`src/rtl/alu32_pkg.sv`:
```
// rtl/alu32_pkg.sv - shared constants for the alu32 sequential divider
//
// Purpose: datapath width, divider FSM state encodings and the quotient
// value reported on a divide by zero.
// Ports: none (package).
package alu32_pkg;

  localparam int WIDTH = 32;

  localparam logic [1:0] IDLE = 2'd0;
  localparam logic [1:0] RUN  = 2'd1;
  localparam logic [1:0] FIX  = 2'd2;

  localparam logic [31:0] DIV_ZERO_Q = 32'hFFFFFFFF;

endpackage

```
`src/rtl/alu32_full_adder.sv`:
```
// rtl/alu32_full_adder.sv - one-bit full adder cell of the alu32 datapath
//
// Purpose: single ripple cell shared by the adder/subtractor and divider.
// Ports:
//   a, b  : operand bits
//   cin   : carry in
//   sum   : a ^ b ^ cin
//   cout  : carry out
module alu32_full_adder (
  input  logic a,
  input  logic b,
  input  logic cin,
  output logic sum,
  output logic cout
);

  assign sum  = a ^ b ^ cin;
  assign cout = (a & b) | (cin & (a ^ b));

endmodule

```
`src/rtl/alu32_seq_divider_div_step.sv`:
```
// rtl/alu32_seq_divider_div_step.sv - one restoring-division trial subtract and select
//
// Purpose: shifts the next dividend bit into the partial remainder, subtracts
// the divisor magnitude (inverted subtrahend, carry-in 1) and keeps the
// difference when it is non-negative.
// Ports:
//   rem         : current partial remainder (always < divisor_mag)
//   dvd_bit     : next dividend bit, shifted in at the bottom
//   divisor_mag : divisor magnitude
//   rem_next    : partial remainder after this step
//   q_bit       : quotient bit produced by this step
module div_step #(
  parameter int WIDTH = 32
) (
  input  logic [WIDTH-1:0] rem,
  input  logic             dvd_bit,
  input  logic [WIDTH-1:0] divisor_mag,
  output logic [WIDTH-1:0] rem_next,
  output logic             q_bit
);

  logic [WIDTH-1:0] shifted_lo;
  logic [WIDTH-1:0] diff;
  logic [WIDTH:0]   carry;

  // The shifted remainder is WIDTH+1 bits; its top bit is rem[WIDTH-1].
  assign shifted_lo = {rem[WIDTH-2:0], dvd_bit};
  assign carry[0]   = 1'b1;

  for (genvar i = 0; i < WIDTH; i++) begin : g_cell
    alu32_full_adder u_fa (
      .a    (shifted_lo[i]),
      .b    (~divisor_mag[i]),
      .cin  (carry[i]),
      .sum  (diff[i]),
      .cout (carry[i+1])
    );
  end

  // Top cell of the 33-bit subtract: subtrahend bit is 0, inverted to 1, so
  // its carry out reduces to a | cin. Carry out set means no borrow (t >= 0).
  assign q_bit = rem[WIDTH-1] | carry[WIDTH];

  // A kept difference is below divisor_mag, so it always fits in WIDTH bits;
  // a rejected shift can only happen when the top bit was 0.
  assign rem_next = q_bit ? diff : shifted_lo;

endmodule

```
`src/rtl/alu32_seq_divider.sv`:
```
// rtl/alu32_seq_divider.sv - multi-cycle 32-bit signed/unsigned integer divider
//
// Purpose: restoring division, one quotient bit per clock, with sign fix-up
// (truncating division) and divide-by-zero short cut. Results held until the
// next accepted start.
// Ports:
//   clk, reset       : clock (rising edge), asynchronous active-high reset
//   start            : request, sampled only while idle
//   signed_op        : 1 = two's-complement divide, captured with start
//   dividend/divisor : operands, captured with start
//   busy             : operation in progress
//   done             : one-cycle pulse when results update
//   quotient/remainder/div_by_zero : registered results
module alu32_seq_divider #(
  parameter int WIDTH = alu32_pkg::WIDTH,
  parameter int CNT_W = 6
) (
  input  logic             clk,
  input  logic             reset,
  input  logic             start,
  input  logic             signed_op,
  input  logic [WIDTH-1:0] dividend,
  input  logic [WIDTH-1:0] divisor,
  output logic             busy,
  output logic             done,
  output logic [WIDTH-1:0] quotient,
  output logic [WIDTH-1:0] remainder,
  output logic             div_by_zero
);

  import alu32_pkg::*;

  logic [1:0]       state;
  logic [WIDTH-1:0] rem;      // partial remainder; 33rd bit exists only inside div_step
  logic [WIDTH-1:0] dvd;      // dividend magnitude shifting out, quotient shifting in
  logic [WIDTH-1:0] dmag;
  logic [CNT_W-1:0] cnt;
  logic             sign_q;
  logic             sign_r;
  logic             dz;

  logic             neg_a;
  logic             neg_b;
  logic [WIDTH-1:0] mag_a;
  logic [WIDTH-1:0] mag_b;
  logic [WIDTH-1:0] step_rem;
  logic             step_q;

  // Negative flags are already gated by signed_op, so the captured signs
  // alone decide the fix-up.
  assign neg_a = signed_op & dividend[WIDTH-1];
  assign neg_b = signed_op & divisor[WIDTH-1];
  assign mag_a = neg_a ? -dividend : dividend;
  assign mag_b = neg_b ? -divisor  : divisor;

  div_step #(.WIDTH(WIDTH)) u_step (
    .rem         (rem),
    .dvd_bit     (dvd[WIDTH-1]),
    .divisor_mag (dmag),
    .rem_next    (step_rem),
    .q_bit       (step_q)
  );

  always_ff @(posedge clk or posedge reset) begin
    if (reset) begin
      state       <= IDLE;
      rem         <= '0;
      dvd         <= '0;
      dmag        <= '0;
      cnt         <= '0;
      sign_q      <= 1'b0;
      sign_r      <= 1'b0;
      dz          <= 1'b0;
      busy        <= 1'b0;
      done        <= 1'b0;
      quotient    <= '0;
      remainder   <= '0;
      div_by_zero <= 1'b0;
    end else begin
      done <= 1'b0;
      case (state)
        IDLE: begin
          if (start) begin
            sign_q <= neg_a ^ neg_b;
            sign_r <= neg_a;
            rem    <= '0;
            cnt    <= '0;
            busy   <= 1'b1;
            if (divisor == '0) begin
              // Raw dividend is kept so FIX can return it unmodified.
              dz    <= 1'b1;
              dvd   <= dividend;
              dmag  <= '0;
              state <= FIX;
            end else begin
              dz    <= 1'b0;
              dvd   <= mag_a;
              dmag  <= mag_b;
              state <= RUN;
            end
          end
        end
        RUN: begin
          rem <= step_rem;
          dvd <= {dvd[WIDTH-2:0], step_q};
          cnt <= cnt + CNT_W'(1);
          if (cnt == CNT_W'(WIDTH - 1)) begin
            state <= FIX;
          end
        end
        FIX: begin
          if (dz) begin
            quotient    <= DIV_ZERO_Q;
            remainder   <= dvd;
            div_by_zero <= 1'b1;
          end else begin
            quotient    <= sign_q ? -dvd : dvd;
            remainder   <= sign_r ? -rem : rem;
            div_by_zero <= 1'b0;
          end
          done  <= 1'b1;
          busy  <= 1'b0;
          state <= IDLE;
        end
        default: begin
          busy  <= 1'b0;
          state <= IDLE;
        end
      endcase
    end
  end

endmodule

```
`config.mk`:
```
export PLATFORM = sky130hd
export DESIGN_NAME = alu32_seq_divider
export DESIGN_NICKNAME = d
export VERILOG_FILES = /design/src/rtl/alu32_pkg.sv /design/src/rtl/alu32_full_adder.sv /design/src/rtl/alu32_seq_divider_div_step.sv /design/src/rtl/alu32_seq_divider.sv
export SDC_FILE = /design/constraint.sdc
export NUM_CORES = 1
export LEC_CHECK = 0
export CAP_MARGIN = 20
export CORE_ASPECT_RATIO = 0.5
export CORE_UTILIZATION = 50
export DETAILED_ROUTE_END_ITERATION = 7
export PLACE_DENSITY_LB_ADDON = 0.08
export SLEW_MARGIN = 10
export SYNTH_ARGS = -nofsm -noshare
export SYNTH_HDL_FRONTEND = slang
export SYNTH_HIERARCHICAL = 1
export SYNTH_SLANG_ARGS = --single-unit
export TNS_END_PERCENT = 5
```
`constraint.sdc`:
```
create_clock -name clk -period 16.82 [get_ports clk]
set_input_delay 3.364 -clock clk [delete_from_list [all_inputs] [get_ports clk]]
set_output_delay 3.364 -clock clk [all_outputs]
set_load 0.05 [all_outputs]
```
## After elaboration in Yosys (flattened, before gate mapping)

Cells that the tools add are included.

- Register bits after elaboration: 174
- Bits of input ports: 68
- Output and inout bits: 67

- $add $sub $neg: 5
- Eq/ne operators: 5
- Mux-type cells: 24
- Bitwise gates (word level): 196
- Reductions and logical operators: 7

Operators with widths:

| kind | number |
|---|---|
| 32-bit 2-to-1 mux | 11 |
| 32-bit negation | 4 |
| 32-bit case mux with 2 select lines | 2 |
| 1-bit bitwise AND | 65 |
| 1-bit XOR | 64 |
| 1-bit NOT | 34 |
| 1-bit bitwise OR | 33 |
| 32-bit logical NOT | 1 |
| 6-bit case mux with 2 select lines | 1 |
| 2-bit AND reduction | 4 |
| 6-bit by 1-bit adder with 6-bit output, second input constant | 1 |
| 6-bit by 5-bit == test with 1-bit output, second input constant | 1 |
| 2-bit 2-to-1 mux | 3 |
| 6-bit 2-to-1 mux | 1 |
| 1-bit 2-to-1 mux | 4 |
| 2-bit inequality test, second input constant | 2 |
| 2-bit case mux with 2 select lines | 1 |
| 2-bit by 1-bit == test with 1-bit output, second input constant | 1 |
| 2-bit == test, second input constant | 1 |
| 2-bit logical NOT | 1 |
| 1-bit case mux with 2 select lines | 1 |
| 2-bit nonzero test | 1 |

## Longest topological paths before layout

Gate-level depths: netlist of run 1.

- Word-level depth: 68
- Gate-level depth with buffers: 38
- Mapped depth without buffers: 37

## Hierarchy

Netlist of run 1, hierarchy kept.

Modules (own cells, without submodules):

| module | instances | cells an instance | area each (µm²) | seq. area each (µm²) |
|---|---|---|---|---|
| alu32_seq_divider | 1 | 1241 | 10453.8 | 4354.2 |
| alu32_full_adder | 32 | 1 | 20.0 | 0.0 |
| div_step | 1 | 70 | 540.5 | 0.0 |

## Least setup slack after synthesis of run 1

No wires, ideal clock.

- Kind: register to register
- From: register dvd[31]
- To: register rem[22]
- Setup time: 0.117 ns
- Arrival: 13.432 ns
- Path slack: 3.271 ns
- Stages on the path, launching flop included: 38
- Period minus slack after synthesis: 13.549 ns
- Path through: dfrtp_1 fa_1 fa_1 fa_1 fa_1 fa_1 fa_1 fa_1 fa_1 fa_1 fa_1 fa_1 fa_1 fa_1 fa_1 fa_1 fa_1 fa_1 (+2 left out) fa_1 fa_1 fa_1 fa_1 fa_1 fa_1 fa_1 fa_1 fa_1 fa_1 fa_1 fa_1 fa_1 nor2_4 buf_6 mux2_2 nand2_1 nand2_1

- Longest elaborated chain between the ends: 67
- Elaborated cells between the ends (all ways): 69

RTL lines:

| what | RTL line | text |
|---|---|---|
| start, declared | alu32_seq_divider.sv:35 | `logic [WIDTH-1:0] dvd;` |
| start signal, assigned | alu32_seq_divider.sv:92 | `dvd <= dividend;` |
| start signal, assigned | alu32_seq_divider.sv:97 | `dvd <= mag_a;` |
| start signal, assigned | alu32_seq_divider.sv:105 | `dvd <= {dvd[WIDTH-2:0], step_q};` |
| 1-bit bitwise AND / 1-bit XOR (equally long branches) | alu32_full_adder.sv:18 | `assign cout = (a & b) \| (cin & (a ^ b));` |
| 1-bit bitwise OR * | alu32_full_adder.sv:18 |  |
| via u_step.carry[1] | alu32_seq_divider_div_step.sv:24 | `logic [WIDTH:0] carry;` |
| 1-bit bitwise AND * | alu32_full_adder.sv:18 |  |
| 1-bit bitwise OR * | alu32_full_adder.sv:18 |  |
| via u_step.carry[2] | alu32_seq_divider_div_step.sv:24 |  |
| 1-bit bitwise AND * | alu32_full_adder.sv:18 |  |
| 1-bit bitwise OR * | alu32_full_adder.sv:18 |  |
| via u_step.carry[3] | alu32_seq_divider_div_step.sv:24 |  |
| (+2 left out) | - |  |
| via u_step.carry[4] | alu32_seq_divider_div_step.sv:24 |  |
| (+2 left out) | - |  |
| via u_step.carry[5] | alu32_seq_divider_div_step.sv:24 |  |
| (+2 left out) | - |  |
| via u_step.carry[6] | alu32_seq_divider_div_step.sv:24 |  |
| (+2 left out) | - |  |
| via u_step.carry[7] | alu32_seq_divider_div_step.sv:24 |  |
| (+2 left out) | - |  |
| via u_step.carry[8] | alu32_seq_divider_div_step.sv:24 |  |
| (+2 left out) | - |  |
| via u_step.carry[9] | alu32_seq_divider_div_step.sv:24 |  |
| (+2 left out) | - |  |
| via u_step.carry[10] | alu32_seq_divider_div_step.sv:24 |  |
| (+2 left out) | - |  |
| via u_step.carry[11] | alu32_seq_divider_div_step.sv:24 |  |
| (+2 left out) | - |  |
| via u_step.carry[12] | alu32_seq_divider_div_step.sv:24 |  |
| (+2 left out) | - |  |
| via u_step.carry[13] | alu32_seq_divider_div_step.sv:24 |  |
| (+2 left out) | - |  |
| via u_step.carry[14] | alu32_seq_divider_div_step.sv:24 |  |
| (+2 left out) | - |  |
| via u_step.carry[15] | alu32_seq_divider_div_step.sv:24 |  |
| (+2 left out) | - |  |
| via u_step.carry[16] | alu32_seq_divider_div_step.sv:24 |  |
| (+2 left out) | - |  |
| via u_step.carry[17] | alu32_seq_divider_div_step.sv:24 |  |
| (+2 left out) | - |  |
| via u_step.carry[18] | alu32_seq_divider_div_step.sv:24 |  |
| (+2 left out) | - |  |
| via u_step.carry[19] | alu32_seq_divider_div_step.sv:24 |  |
| (+2 left out) | - |  |
| via u_step.carry[20] | alu32_seq_divider_div_step.sv:24 |  |
| (+2 left out) | - |  |
| via u_step.carry[21] | alu32_seq_divider_div_step.sv:24 |  |
| (+2 left out) | - |  |
| via u_step.carry[22] | alu32_seq_divider_div_step.sv:24 |  |
| (+2 left out) | - |  |
| via u_step.carry[23] | alu32_seq_divider_div_step.sv:24 |  |
| (+2 left out) | - |  |
| via u_step.carry[24] | alu32_seq_divider_div_step.sv:24 |  |
| (+2 left out) | - |  |
| via u_step.carry[25] | alu32_seq_divider_div_step.sv:24 |  |
| (+2 left out) | - |  |
| via u_step.carry[26] | alu32_seq_divider_div_step.sv:24 |  |
| (+2 left out) | - |  |
| via u_step.carry[27] | alu32_seq_divider_div_step.sv:24 |  |
| (+2 left out) | - |  |
| via u_step.carry[28] | alu32_seq_divider_div_step.sv:24 |  |
| (+2 left out) | - |  |
| via u_step.carry[29] | alu32_seq_divider_div_step.sv:24 |  |
| (+2 left out) | - |  |
| via u_step.carry[30] | alu32_seq_divider_div_step.sv:24 |  |
| (+2 left out) | - |  |
| via u_step.carry[31] | alu32_seq_divider_div_step.sv:24 |  |
| 1-bit bitwise AND * | alu32_full_adder.sv:18 |  |
| 1-bit bitwise OR * | alu32_full_adder.sv:18 |  |
| via u_step.carry[32] | alu32_seq_divider_div_step.sv:24 |  |
| 1-bit bitwise OR * | alu32_seq_divider_div_step.sv:42 | `assign q_bit = rem[WIDTH-1] \| carry[WIDTH];` |
| 32-bit 2-to-1 mux * | alu32_seq_divider_div_step.sv:46 | `assign rem_next = q_bit ? diff : shifted_lo;` |
| via step_rem[22] | alu32_seq_divider.sv:46 | `logic [WIDTH-1:0] step_rem;` |
| 32-bit case mux with 2 select lines * | alu32_seq_divider.sv:81 | `case (state)` |
| end signal, assigned | alu32_seq_divider.sv:104 | `rem <= step_rem;` |
| end, declared | alu32_seq_divider.sv:34 | `logic [WIDTH-1:0] rem;` |

The timed path passes the listed nets; every way through them passes the cells marked *.
A chain may end at the register's enable or synchronous reset.

## Worst setup path after layout of run 1

- From: register dvd[31]
- To: register rem[0]

Same word-level chain as after synthesis.

==> results of run 1 <==
## worst reg2reg max path, delay by kind of cell (launching register included)
family          cells  cell delay, ns
fa+ha+maj          32           12.78
mux                 1            0.42
compound gates      1            0.08
flops               1            0.45
simple gates        2            0.82
## how the worst max path moves through the flow
stage          cells past startpoint                   to                start  slack [ns]
6_report                          36   rem[0]$_DFFE_PP0P_  dvd[31]$_DFFE_PP0P_        2.11
5_1_grt                           36   rem[0]$_DFFE_PP0P_  dvd[31]$_DFFE_PP0P_        1.67
2_1_floorplan                     37  rem[22]$_DFFE_PP0P_  dvd[31]$_DFFE_PP0P_        3.27
4_1_cts                           36   rem[0]$_DFFE_PP0P_  dvd[31]$_DFFE_PP0P_        2.15
3_3_place_gp                      36   rem[0]$_DFFE_PP0P_  dvd[31]$_DFFE_PP0P_        2.35
3_5_place_dp                      36   rem[0]$_DFFE_PP0P_  dvd[31]$_DFFE_PP0P_        2.18
## power groups by stage
stage / sequential [uW] / clock [uW] / combinational [uW]
2_1_floorplan: 812 / 0 / 865
3_3_place_gp: 840 / 0 / 1130
3_5_place_dp: 847 / 0 / 1170
4_1_cts: 840 / 422 / 1170
5_1_grt: 874 / 439 / 1330
6_report: 850 / 418 / 1170
## logic make-up after synthesis
group,Yosys count,synth area share [%]
mux,64,6.07
fa+ha+maj,37,6.04
simple gates,551,23.3
xor+xnor,80,6.02
other cells,1,0.0322
buf+inv,160,5.65
compound gates,276,15.5
flops,174,37.4
## stage by stage
stage | hold slack (ns) | utilization [%] | total power, uW
floorplan | 0.449 | - | 1680
global placement | 0.464 | 57.0 | 1970
detailed placement | 0.467 | 57.1 | 2010
CTS | 0.482 | 59.7 | 2440
global route | 0.492 | 59.7 | 2640
finish | 0.480 | 59.7 | 2440
## routing by layer
metal	share of wire, %	global-route usage, %	vias up	routed length (um)
met5	0	0	-	0
met4	1.6	8.54	0	552
met3	8.1	6.56	42	2760
met2	45	45.8	429	15300
met1	46	41.8	5164	15600
li1	-	-	4920	-
## flip-flops by register name, summed over array words and instances (netlist names), 2 cells and up
register and cells:
quotient 32, remainder 32, dvd 32, state 2
dmag 32, cnt 6, rem 32
## placed cells by master, fill, tap and decap left out, types with 4 or more instances in the layout
master	instances
nand4_1	9
xnor2_1	29
o21ai_0	73
or3_1	25
o211ai_1	7
xor2_1	51
nand2b_1	5
fa_1	32
clkdlybuf4s50_1	134
a21oi_1	70
or2_2	5
a311oi_1	6
nor4_1	29
nor2_1	78
dfrtp_1	174
nand2_1	184
mux2i_1	18
ha_1	5
a41oi_1	4
inv_1	52
a31oi_1	23
or4_1	30
o311ai_0	7
mux2_2	44
buf_4	12
o31ai_1	31
o41ai_1	25
nor3_1	32
and2_1	11
clkbuf_16	17
nand3_1	99
clkinv_2	5
o22ai_1	8
and3_1	21
## area by class of cell
class,count,area [um^2]
multi-input combinational,1009,6640
inverter,54,208
fill,2070,9200
clock inverter,11,140
timing repair buffer,147,1450
sequential,174,4350
tap,307,384
clock buffer,20,457
==> summary by stage, run 1 <==
Logic synthesis
The share of the yosys chip area belonging to registers is a little under two fifths. The area share of the largest cell type after synthesis is between 30% and 40%. The commonest cells after synthesis are nand2_1 (184), dfrtp_1 (174), nand3_1 (99). The number of different library cells used by synthesis comes to 63. Synthesis produced a netlist with a net count of 1448. The flip-flop and latch count after synthesis is 174. The Yosys step of the flow raised 6 warnings.

Dividing the synthesized area by the synthesized cell count gives 8.66 um^2. In the post-synthesis netlist, the cell with the most instances is nand2_1. After synthesis, the share of flip-flops with an asynchronous set or reset is between 90% and 100%.

The largest total area in the synthesized netlist belongs to dfrtp_1. In this run, synthesis inferred 0 flip-flops with an integrated enable. After technology mapping, the gate count stands at ~1300. In the synthesized netlist the dominant register cell turns out to be dfrtp_1. By area the synthesized netlist is led by dfrtp_1 (37%), nand2_1 (5.9%), fa_1 (5.5%). The cell area after synthesis is 11600 um^2.

Clock tree
The number of buffers inserted by post-CTS setup repair is 0. The CTS tree is done. The number of clock sinks seen by CTS is roughly 170.

The clock edge transition at the registers on the reported setup and hold paths is ~0.07 ns. TritonCTS created 17 clock buffers. The number of buffers added to fix hold violations after cts is 0.

The number of levels the H-tree was split into is 4. The clock passes through at most 2 buffers. The clock reaches the later pin of the worst-skew pair after roughly 0.45 ns. CTS placed an instance of clkbuf_16 at the clock tree root.

Once the clock tree was built, the resizer swapped 0 gates to a different size.

Setup path
STA classifies the critical path endpoint as a register. Among cell families on the critical path, the largest total delay comes from adder cells. The critical path class is register to register.

STA classifies the critical path startpoint as a register. At the worst endpoint, the arrival time is 15.01 ns. In this run the critical register-to-register path is launched from dvd[31]$_DFFE_PP0P_. Together, buffers and inverters on the worst path number 0. For the worst setup path, the data required time is around 17 ns. The reg-to-reg endpoint is rem[0]$_DFFE_PP0P_. The count of cells along the worst register-to-register path is 36.

The most numerous cell on the critical path is fa_1. The worst setup slack for register-to-register paths is 2.11 ns. The worst stage delay on the critical path is between 0.7 and 0.8 ns.

Of all nets on the critical path, the largest fanout is 33. On the critical path, the stage with the largest delay is an instance of nor2_4.

Die
The width of the die is roughly 220 um. Measured along the y axis, the die boundary spans ~110 um. For this design the top-level I/O count stands at roughly 140. The floorplan step defined a core boundary enclosing 22800 um^2. For this configuration, the core starts out at a cell density of between 50% and 60%. The die covers 23900 um^2. Row generation in the floorplan step produced 39 rows.

STA
Setup repair after global routing left no endpoint under its margin. The total negative slack for setup checks is 0 ns. The final hold violation count is 0. Setup violations remaining at the end of the flow were counted as 0.

The final critical-path required period is ~15 ns. The maximum clock rate is between 60 and 70 MHz. The measured slew at the worst slew-check pin is between 1 and 1.5 ns. The final clock period utilization by the worst path is 87.4%. The max-slew violation total from the final report is 0. In this run the tightest slew margin relative to its limit is between 20 and 30%.

The largest clock skew in the final design is 0.00810 ns. Across all setup checks in the final design, the least slack found is around 2.1 ns.

Hold path
The startpoint of the most critical hold path is dmag[0]$_DFFE_PP0P_. Counting instances, the worst hold path has a depth of 2. The class of the tightest hold or removal check is register to register.

The worst hold path terminates at dmag[0]$_DFFE_PP0P_.

Pwr
The net switching component of the power is ~1100 uW. Net switching is about 44% of the power. The cell-internal power is between 1000 and 1500 uW.

The worst-case IR drop observed on VDD is approximately 0.080 mV. Summed over all cells, the static leakage comes to between 0.005 and 0.006 uW. Dividing total power by cell area gives a power density of 179 nW/um^2. The clock share of power is between 10% and 20%. The power share of the combinational group is between 40% and 50%. The share of total power dissipated in sequential elements is 34.8%.

Global route
The maximum number of pins on one net before global-route repair is 100. The overall track demand over capacity in global routing is roughly 30%. Global routing finished with a remaining overflow of 0. The first global-routing pass estimated between 50000 and 60000 um of wire. The number of global-route vias before repair is between 9000 and 10000. The number of antenna violations at the first check in global routing is 0.

Status
The flow ran to the end, and the final reports show no timing, DRC or antenna violations.

Placed design
After legalization and detailed placement, the total HPWL measured 23400 um. The total placed instance area is around 13000 um^2. During placement, the flow inserted port buffers numbering ~130. The setup slack after placement is approximately 2.2 ns. The global placer's final weighted congestion is 0.869. The number of placed instances with taps included is 1691.

Route
The detail route stage leaves a number of antenna-violating nets equal to 0. For this block, the initial DRC count from the detailed router was around 1100. The average wire length per cell after detail routing is ~20 um. After detailed routing, the number of vias per cell comes to 6.13. For this run, design rule violations remaining after detail routing come to 0. The routed layout has around 11000 vias. After detailed routing, the total wire length is 34200 um. The first detailed-routing pass took 6 iterations.

Layout
The count of non-filler cells in the finished layout is roughly 1700. The number of antenna repair diodes is 0. Of the cells placed in the final design, the portion with a size suffix greater than 1 is under 10%. The post-layout net count is ~1500.

The final design instance area without fill is between 10000 and 15000 um^2. From synthesis to final layout, the design area changed by 17.2%.

Run
The count of maximum capacitance violations is 0.
(Power assumes the default switching activity.)
==> inputs of run 2 (changes only) <==
CORE_ASPECT_RATIO = default   (was 0.5)
SYNTH_HIERARCHICAL = default   (was 1)
==> run 2 against run 1 <==
  * Final cell count fell by 9.9%
  * Non-clock buffer count fell by 2
  * Final area fell by 6.6%
  * Via count fell by 14%
  * Register-to-register slack improved by 1.0 ns
  * Global-route usage fell by 1.9 points
  * Clock power fell by 1%
  * Sequential cell count did not move
  * Worst setup slack improved by 1.0 ns
  * Wire length fell by 17%
==> summary by stage, run 2 <==
Placed design
The count of buffers added on input and output ports is ~130. In this run the cell area measured after placement is 12100 um^2. At the end of routability-driven placement, the weighted congestion stood at 0.878. The final HPWL from detailed placement is 20900 um.

Pwr
The clock share of power is a little under a fifth. Across the VDD grid, the largest voltage drop is roughly 0.11 mV. The total power per unit cell area is around 170 nW/um^2. The share of total power dissipated in sequential elements is 37.0%.

In this run, the combinational gates consume around 44% of the power. Net switching is a little over two fifths of the power. Internal power comes to ~1200 uW. The analysis attributes to cell leakage a power of ~0.0050 uW. The net switching component of the power is between 900 and 1000 uW.

Setup path
For this run, the slowest stage of the critical path takes roughly 0.46 ns. Counting both buffers and inverters, the worst setup path holds a total of 7. The startpoint of the most critical register-to-register path is dvd[31]$_DFFE_PP0P_. The endpoint identified for the worst register-to-register timing path is rem[12]$_DFFE_PP0P_. Of all nets on the critical path, the largest fanout is 27.

In this run the register-to-register setup slack is roughly 3.1 ns. The critical path is of the register to register type. The required time of the critical path is 17.08 ns. STA classifies the critical path endpoint as a register. The critical path data arrival time is 13.95 ns. The nature of the critical path startpoint is a register. The count of cells along the worst register-to-register path is 42. Grouping stages by cell kind, the critical path spends the most delay in adder cells. The largest individual stage delay along the critical path comes from the cell buf_4.

In this design, the critical path's most frequently occurring cell is fa_1.

STA
The max-slew violation total from the final report is 0. The measured slew at the worst slew-check pin is 1.02 ns. The total negative slack for setup checks is 0 ns.

Headroom to the max-slew limit came out at roughly a third. The clock arrives with 0.00854 ns of skew. Setup repair after global routing left no endpoint under its margin. Setup violations remaining at the end of the flow were counted as 0.

The final hold violation count is 0. The worst path uses between 80% and 90% of the clock period. Derived from the worst setup path, the maximum achievable clock frequency is 73.0 MHz. The minimum hold slack is ~0.48 ns. The final critical-path required period is about 14 ns.

Layout
After the last flow step, the layout net total stands at between 1000 and 1500. The repair_antennas step left the layout with diodes totalling 0. The layout has roughly 1800 filler cells. In the final layout, the share of cells above drive strength 1 is approximately 4.4%.

The area of the multi-input gates is slightly below 6000 um^2. At the end of the flow the core is filled with cells to ~62%. The combined flip-flop and latch cell area is 4360 um^2.

The top cell types in the final layout, fill and taps aside, are dfrtp_1 (173), o21ai_0 (139), clkdlybuf4s50_1 (134), nand2_1 (119), a21oi_1 (83). The final design instance area without fill is roughly 13000 um^2. The area growth from synthesis to layout is 20.0%. The most common cell after layout, fill and taps aside is dfrtp_1.

Clock tree
The H-tree was split into 4 levels. In this run, post-CTS repair resized a total of 0 instances. The number of clock buffers inserted by TritonCTS is 17. After clock tree synthesis, the flow added hold-fix buffers numbering 0.

The number of clock sinks seen by CTS is approximately 170. TritonCTS built the clock tree. The number of buffers inserted by post-CTS setup repair is 0. Clock latency on the worst-skew pair, taken at its later pin, is 0.43 ns. The clock edge transition at the registers on the reported setup and hold paths is ~0.07 ns. The clock passes through at most 2 buffers. The buffer cell driving the clock tree root is clkbuf_16.

Die
The width of the die is around 150 um. The initial utilization of the core area, before any placement, comes to about half. Row generation in the floorplan step produced 52 rows. The vertical extent of the die is about 150 um.

The die covers 21800 um^2. The number of top-level pins is between 100 and 150. The total area inside the core boundary comes to about 20000 um^2.

Route
The final layout contains routed wiring with a total length of about 29000 um. The number of nets still failing antenna checks after routing is 0. In the final routed layout, each cell accounts on average for 18.4 um. The total iterations of the first detailed-routing run is 5. For this block, the via count after detailed routing is between 9000 and 10000. The number of DRC violations after detailed routing is 0. Dividing the detail-routed via count by the number of cells gives between 5 and 6.

The first routing iteration left around 700 violations.

Logic synthesis
The number of nets in the synthesized netlist is between 1000 and 1500. A synthesized cell averages roughly 9 um^2. The synthesized netlist contains 52 unique library cells. The synthesized design contains roughly 170 register bits. The most area-hungry cell type in the Yosys netlist is dfrtp_1.

The most repeated cell in the gate-level netlist after synthesis is dfrtp_1. During synthesis, Yosys emitted a total of 0 warnings. The share of the yosys chip area belonging to registers is 41.0%. The area share of the largest cell type after synthesis is between 40% and 50%.

Ranked by instance count, the synthesized netlist is headed by dfrtp_1 (174), o21ai_0 (139), nand2_1 (119). The cell count after synthesis is around 1200. The number of flops mapped to enable cells by yosys is 0. The share of synthesized registers carrying an async set or reset is 100%.

The most common flop cell mapped by yosys is dfrtp_1. The cell area that synthesis handed to floorplanning was 10600 um^2. Ranked by total cell area, the synthesized netlist is headed by dfrtp_1 (41%), o21ai_0 (6.6%), fa_1 (5.8%).

Run
Across the run, the number of max-cap violations was 0.

Global route
For this run the aggregate overflow at the end of global routing stands at 0. The first global-routing pass estimated 46800 um of wire. The overall track demand over capacity in global routing is between 20 and 30%. The number of antenna violations at the first check in global routing is 0. Entering global routing, the biggest net connects about 110 pins. The number of global-route vias before repair is 8558.

Status
The flow ran to the end, and the final reports show no timing, DRC or antenna violations.

Hold path
The startpoint identified for the worst hold timing path is remainder[22]$_DFFE_PP0P_. The cell depth of the worst min-delay path is 2. The endpoint of the worst hold-timing path is remainder[22]$_DFFE_PP0P_. The worst hold path belongs to the class register to register.
-- run 2: cell count changes after synthesis, sizes merged, moves of 12 or more --
cell   change
a21oi     +12
a31oi     -21
and3      -14
buf       -25
mux2      -46
mux2i     +33
nand2     -65
nand3     -84
o21ai     +73
o41ai     -14
xnor2     +39
-- run 2: through the flow --
step / setup WS, ns / total power (uW) / std cells
3_3_place_gp: 3.37 / 1730 / 1518
2_1_floorplan: 3.47 / 1450 / 1177
5_1_grt: 2.57 / 2350 / 1551
4_1_cts: 3.12 / 2180 / 1550
3_5_place_dp: 3.19 / 1760 / 1518
6_report: 3.13 / 2170 / 1551
-- run 2: final cells by class --
| cell class | count | area share [%] |
|---|---|---|
| well taps | 270 | 2.65 |
| multi-input cells | 878 | 45.4 |
| inverters | 52 | 1.57 |
| flip-flops and latches | 174 | 34.2 |
| clock buffers | 20 | 3.59 |
| repair buffers | 145 | 11.3 |
| clock inverters | 12 | 1.24 |
-- run 2: power groups by stage --
stage               clock network [uW]  logic (uW)  registers (uW)
finish                             412         955             805
global route                       438        1090             828
CTS                                419         961             801
detailed placement                   0         957             807
global placement                     0         927             804
floorplan                            0         692             756
-- run 2: metal layers --
layer | vias to the layer above | GRT usage (%) | wire length [um]
li1 | 4321 | - | -
met1 | 4401 | 41.4 | 13400
met2 | 302 | 41.7 | 12900
met3 | 25 | 4.69 | 1810
met4 | 0 | 6.80 | 327
met5 | - | 0 | 0
-- run 2: cell families (layout without fill, tap and decap cells) --
logic type,Yosys count,count (layout),synth area share [%]
multiplexers,51,51,4.81
XOR/XNOR,115,115,9.49
AND/OR/NAND/NOR,358,358,16.3
flip-flops,174,174,41.0
adder cells (fa/ha/maj),37,37,6.55
AO/OA/AOI/OAI,317,317,17.2
buffers and inverters,125,229,4.64
-- run 2: tightest hold or removal path, stage by stage (launching register included) --
cell and delay [ns]:
dfrtp_1 0.34, nand2_1 0.04, o21ai_0 0.06
-- run 2: worst max path at each step --
stage	start	end	slack, ns	cells past startpoint
after floorplan	dvd[31]$_DFFE_PP0P_	rem[13]$_DFFE_PP0P_	3.47	42
after global placement	dvd[31]$_DFFE_PP0P_	rem[1]$_DFFE_PP0P_	3.37	42
after detailed placement	dvd[31]$_DFFE_PP0P_	rem[12]$_DFFE_PP0P_	3.19	42
after CTS	dvd[31]$_DFFE_PP0P_	rem[12]$_DFFE_PP0P_	3.12	42
after global routing	dvd[31]$_DFFE_PP0P_	rem[1]$_DFFE_PP0P_	2.57	42
final	dvd[31]$_DFFE_PP0P_	rem[12]$_DFFE_PP0P_	3.13	42
